File: config.mk
export PLATFORM = sky130hd
export DESIGN_NAME = hazard_unit_sb
export DESIGN_NICKNAME = d
export VERILOG_FILES = /design/src/rtl/hazard_unit_sb.sv
export SDC_FILE = /design/constraint.sdc
export NUM_CORES = 1
export LEC_CHECK = 0
export ABC_AREA = 1
export CORE_AREA = 4 4 57 59
export DETAILED_ROUTE_END_ITERATION = 8
export DIE_AREA = 0 0 61 63
export PLACE_DENSITY = 0.89
export RECOVER_POWER = 100
export SKIP_LAST_GASP = 1
export SLEW_MARGIN = 20
export SYNTH_ARGS = -nofsm -noshare
export SYNTH_HDL_FRONTEND = slang
export SYNTH_SLANG_ARGS = --single-unit
export TNS_END_PERCENT = 10
File: constraint.sdc
create_clock -name clk -period 2.7 [get_ports clk]
set_clock_uncertainty 0.1 [all_clocks]
set_input_delay 0.405 -clock clk [delete_from_list [all_inputs] [get_ports clk]]
set_output_delay 0.405 -clock clk [all_outputs]
set_load 0.01 [all_outputs]
File: src/rtl/hazard_unit_sb.sv
// Hazard detection beside ID: load-use interlock plus a single-entry scoreboard
// for the non-pipelined iterative FP divider (RAW, WAW and structural stalls).
module hazard_unit_sb #(
    parameter int REG_ADDR_W = 6,
    parameter int DIV_LAT    = 16,
    parameter int CNT_W      = $clog2(DIV_LAT + 1)
) (
    input  logic                  clk,
    input  logic                  rst,
    input  logic [REG_ADDR_W-1:0] rs1_id,
    input  logic [REG_ADDR_W-1:0] rs2_id,
    input  logic [REG_ADDR_W-1:0] rd_id,
    input  logic                  use_rs1_id,
    input  logic                  use_rs2_id,
    input  logic                  reg_wr_id,
    input  logic                  is_div_id,
    input  logic [REG_ADDR_W-1:0] rd_ex,
    input  logic                  mem_rd_ex,
    input  logic                  ext_stall,
    input  logic                  flush,
    output logic                  pc_remain,
    output logic                  reg_if_id_remain,
    output logic                  zero_control,
    output logic                  div_busy,
    output logic                  div_wb,
    output logic [REG_ADDR_W-1:0] div_wb_rd
);

    logic [CNT_W-1:0] count;
    logic             load_use;
    logic             div_raw;
    logic             div_waw;
    logic             div_struct;
    logic             hold;
    logic             issue;

    // Specifier 0 is integer x0 and never hazards; f0 (bit[5]=1) is a real register.
    always_comb begin
        load_use   = mem_rd_ex && (rd_ex != '0) &&
                     ((use_rs1_id && (rs1_id == rd_ex)) ||
                      (use_rs2_id && (rs2_id == rd_ex)));
        div_raw    = div_busy && (div_wb_rd != '0) &&
                     ((use_rs1_id && (rs1_id == div_wb_rd)) ||
                      (use_rs2_id && (rs2_id == div_wb_rd)));
        div_waw    = div_busy && reg_wr_id && (rd_id == div_wb_rd) && (rd_id != '0);
        div_struct = div_busy && is_div_id;
        hold       = load_use || div_raw || div_waw || div_struct || ext_stall;
        issue      = is_div_id && !hold && !flush;
    end

    assign pc_remain        = hold;
    assign reg_if_id_remain = hold;
    assign zero_control     = hold;

    // Derived from registered state only, so the pulse is glitch-free.
    assign div_wb = div_busy && (count == CNT_W'(1));

    // NOTE: sequential state uses non-blocking assignments so every flop samples
    // pre-edge values regardless of statement order.
    always_ff @(posedge clk or negedge rst) begin
        if (!rst) begin
            div_busy  <= 1'b0;
            count     <= '0;
            div_wb_rd <= '0;
        end else if (issue) begin
            // issue cannot coincide with busy: div_struct holds any second divide.
            div_busy  <= 1'b1;
            count     <= CNT_W'(DIV_LAT);
            div_wb_rd <= rd_id;
        end else if (div_busy) begin
            // The divider runs on through ext_stall and flush.
            if (count == CNT_W'(1)) begin
                div_busy <= 1'b0;
                count    <= '0;
            end else begin
                count <= count - 1'b1;
            end
        end
    end

endmodule

After elaboration in Yosys (flattened, before gate mapping)
Cells that the tools add are included.
{"block": "classes", "reduce_logical": 27, "add_sub_neg": 1, "eq_ne": 6, "n_mux": 6}
{"cell": "$eq 6x6->1", "count": 5}
{"cell": "$reduce_bool 6->1", "count": 3}
{"cell": "$logic_and 1x1->1", "count": 15}
{"cell": "$mux 5", "count": 3}
{"cell": "$logic_or 1x1->1", "count": 6}
{"cell": "$eq 5x1->1 const B", "count": 1}
{"cell": "$sub 5x1->5 const B", "count": 1}
{"cell": "$mux 1", "count": 3}
{"cell": "$logic_not 1->1", "count": 2}
{"cell": "$reduce_bool 2->1", "count": 1}
{"block": "word_totals", "out_inout_bits": 11, "regBits": 12, "input_bits": 33, "elab_cells": 43}

Logic depth before layout (Yosys ltp)
{"block": "depth", "word_depth": 12, "mapped_depth": 13, "ltp_nobuf": 13}

Least setup slack after synthesis
No wires, ideal clock.
{"block": "synth_path", "kind": "register to output", "startpoint": "reg div_busy", "endpoint": "out reg_if_id_remain", "path_stages_with_launch": 9, "slack_ps": 883, "t_arrival_ps": 1312, "t_required_ps": 2195, "path_cell_list": "dfrtp_1 buf_4 nand2_1 nor2_1 nand3_2 nor2_2 nor2_4 nand3_1 buf_4"}
{"block": "synth_via", "elab_chain_cells": 6, "elab_cells_between_ends": 10, "cone_classes": "reduce/logical (10)"}
{"item": "start, declared", "line_no": "24", "text": "output logic div_busy,"}
{"item": "start signal, assigned", "line_no": "62", "text": "div_busy <= 1'b0;"}
{"item": "start signal, assigned", "line_no": "67", "text": "div_busy <= 1'b1;"}
{"item": "start signal, assigned", "line_no": "73", "text": "div_busy <= 1'b0;"}
{"item": "$logic_and 1x1->1, on equally long branches (2 in series)", "line_no": "42, 45"}
{"item": "$logic_or 1x1->1 / $logic_and 1x1->1 (equally long branches)", "line_no": "47, 45"}
{"item": "$logic_or 1x1->1", "line_no": "47", "text": "hold = load_use || div_raw || div_waw || div_struct || ext_stall;"}
{"item": "$logic_or 1x1->1 (*) (2 in series)", "line_no": "47"}
{"item": "end, declared", "line_no": "22", "text": "output logic reg_if_id_remain,"}
Mark *: on every way between the ends. The rest lies on a longest branch, timed or not.

Worst setup path after layout
{"block": "layout_path", "startpoint": "in rd_id[0]", "endpoint": "out reg_if_id_remain"}
{"block": "layout_via", "elab_chain_cells": 6, "elab_cells_between_ends": 7, "cone_classes": "eq/ne (1); reduce/logical (6)"}
{"item": "start, declared", "line_no": "12", "text": "input logic [REG_ADDR_W-1:0] rd_id,"}
{"item": "$eq 6x6->1", "line_no": "45", "text": "div_waw = div_busy && reg_wr_id && (rd_id == div_wb_rd) && (rd_id != '0);"}
{"item": "$logic_and 1x1->1", "line_no": "45"}
{"item": "$logic_and 1x1->1 (*)", "line_no": "45"}
{"item": "$logic_or 1x1->1 (*) (3 in series)", "line_no": "47"}
Marks and branches as above.

==> impl_results.md <==
* Die height at 63 microns
* Clock latency on the worst-skew pair at 0.28 ns
* Kind of critical path: input port to output port
* Placed insts at 307
* CP Max Fanout at 4
* Global route overflow at 0
* Setup ws final at -0.0657 ns
* Via count at 1566
* Post-DP HPWL at 3010 microns
* Largest net degree at the start of global routing at 13
* Syn Std Cell Area at 1320 sq um
* Clk sinks at 12
* Min Clock Period, post-route at 2.77 ns
* Synth cell types at 28
* Power density over the cells at 651 nW/um^2
* CTS tree: built
* Antenna cells at 0
* Initial antenna violation count at 0
* Final setup violation count at 1
* Pin slew with the least headroom to its limit at 0.557 ns
* Asr flop ratio synth at 1.00
* Rows at 19
* Cells on worst reg2reg path at 14
* Met3 Use GR at 0.0207
* H-Tree Depth at 1
* DR vias/cell at 5.04
* Ys flop type: dfrtp_1
* Core Box Area at 2710 sq um
* GR Util met2 at 0.353
* Antenna Violating Nets Remaining at 0
* Total wire length at 3760 microns
* Initial DRC Count at 80
* Die Footprint at 3840 sq um
* Initial Utilization at 0.488
* Non-filler cells, final at 311
* Syn nets at 265
* Area Overhead vs Synth at 37.7%
* Max Root-Sink Buffers at 2
* Hold_buf cts at 0
* Fin util at 0.673
* # Max-Cap Violations at 0
* Wire per inst at 12.1 microns
* Warnings from Yosys at 0
* Final period util at 1.02
* IO Pins at 44
* Leak pwr at 1.02 nW
* Worst hold slack at 0.444 ns
* Worst min path class: input port to asynchronous set/reset pin
* Synth Area per Inst at 5.76 sq um
* Inserted Clock Buffers at 3
* Met1 usage at 0.244
* Type of element capturing the critical path: output port
* Initial DRT Pass Iterations at 4
* Failing checks: setup timing
* CTS clk-pin slew, worst paths at 0.08 ns
* Slew Limit Fails at 0
* Fillers at 249
* Vias in the first global route at 1464
* Pre-CTS setup slack at -0.0253 ns
* Max_slew headroom at 0.628
* DRC Markers at 0
* Root buffer cell: clkbuf_4
* Fin nets at 316
* Post-synthesis sequential area ratio at 0.227
* WP data arrival at 2.26 ns
* Share of cells above drive strength 1 at 0.114
* Required @ worst endpoint at 2.19 ns
* PortBufs at 43
* Startpoint Class: input port
* Peak VDD IR at 0.626 mV
* Number of synthesized flops with an enable pin at 0
* Gr usage total at 0.202
* GRT busiest layer: met2
* Final hold violation count at 0
* Status: finished with violations
* Width of the chip at 61 microns
* Flops & latches, synth at 12
* Max Fclk at 362 MHz
* First-pass GRT wire length at 6040 microns
* RSZ-0062 raised after global routing: yes
* GP Congestion at 0.933
* Mapped Cells at 230
[stage by stage]
step | TNS [ns] | power, mW | cell area [sq um]
6_report | -0.0657 | 1.19 | 1820
2_1_floorplan | 0 | 0.805 | 1320
3_5_place_dp | -0.0621 | 1.06 | 1820
4_1_cts | -0.0443 | 1.22 | 1850
3_3_place_gp | 0 | 1.04 | 1820
5_1_grt | -0.185 | 1.30 | 1820
[per-layer routing]
| metal | vias up | part of all wire | routed length (microns) |
|---|---|---|---|
| li1 | 792 | - | - |
| met4 | 0 | 0.024 | 92 |
| met3 | 9 | 0.084 | 316 |
| met1 | 695 | 0.42 | 1560 |
| met5 | - | 0 | 0 |
| met2 | 70 | 0.48 | 1790 |
[registers in the layout, summed over array words and instances, names as in the netlist]
name and cells:
div_wb_rd 6, div_busy 1, count 5
[layout make-up]
cell class	count	area (sq um)	share of cell area
clock buffers	4	36.3	0.0199
flip-flops and latches	12	300	0.165
inverters	50	188	0.103
repair buffers	49	477	0.261
multi-input cells	165	783	0.430
well taps	31	38.8	0.0213
[where the power goes]
part           switching, mW  internal, mW
Sequential             0.112         0.259
Clock                 0.0664        0.0822
Combinational          0.365         0.303
Total                  0.543         0.644
[cell usage after synthesis (4+ instances only)]
| master | number | share of area |
|---|---|---|
| inv_1 | 37 | 0.10 |
| dfrtp_1 | 12 | 0.23 |
| nor2_1 | 19 | 0.054 |
| a21oi_1 | 4 | 0.015 |
| nand3_1 | 13 | 0.049 |
| inv_2 | 11 | 0.031 |
| nand2_1 | 89 | 0.25 |
| nand4_1 | 4 | 0.019 |
| o21ai_0 | 6 | 0.023 |
| nor2_2 | 5 | 0.024 |
[worst max-delay path, cell delays in order]
cell,delay (ns)
dlygate4sd3_1,0.61
inv_1,0.06
nand2_1,0.05
nand2_1,0.06
nor2_1,0.08
nand3_1,0.09
nor2_1,0.19
nor2_4,0.05
nand3_1,0.12
clkdlybuf4s50_1,0.55
[cells in the final DEF, fill, tap and decap left out, types with 2 or more instances in the layout]
| cell | n |
|---|---|
| a21oi_1 | 5 |
| buf_4 | 6 |
| clkbuf_4 | 3 |
| clkdlybuf4s50_1 | 32 |
| clkinv_1 | 2 |
| dfrtp_1 | 12 |
| dlygate4sd3_1 | 9 |
| ha_1 | 2 |
| inv_1 | 37 |
| inv_2 | 11 |
| nand2_1 | 90 |
| nand2_2 | 2 |
| nand2_4 | 2 |
| nand3_1 | 13 |
| nand4_1 | 4 |
| nor2_1 | 21 |
| nor2_2 | 4 |
| o21ai_0 | 6 |
| o21ai_1 | 3 |
| xnor2_1 | 2 |
| xor2_1 | 3 |
[kinds of logic after synthesis]
group                      Yosys count  share of synthesized area
and+or+nand+nor                    141                      0.491
DFF                                 12                      0.227
xor gates and xnor gates             5                     0.0331
AOI/OAI and AO/OA                   17                     0.0718
adders and majority gates            2                     0.0189
buffers and inverters               53                      0.159
[final timing paths]
check | end | from | slack, ns
worst min register to register | count[1]$_DFFE_PN0P_ | count[1]$_DFFE_PN0P_ | 0.47
max in group asynchronous | div_wb_rd[1]$_DFFE_PN0P_ | rst | 1.69
min in group clk | count[1]$_DFFE_PN0P_ | count[1]$_DFFE_PN0P_ | 0.47
worst max register to register | div_wb_rd[5]$_DFFE_PN0P_ | div_wb_rd[0]$_DFFE_PN0P_ | 0.66
worst max-delay path | reg_if_id_remain | rd_id[0] | -0.07
worst min-delay path | count[0]$_DFFE_PN0P_ | rst | 0.44
[timing repair]
action                     4_1_cts  5_1_grt
setup buffers                    0        0
setup endpoints to repair        3        2
resized for setup                1        1
gates cloned                     0        0
No activity file was read; power rests on OpenSTA's default activity.
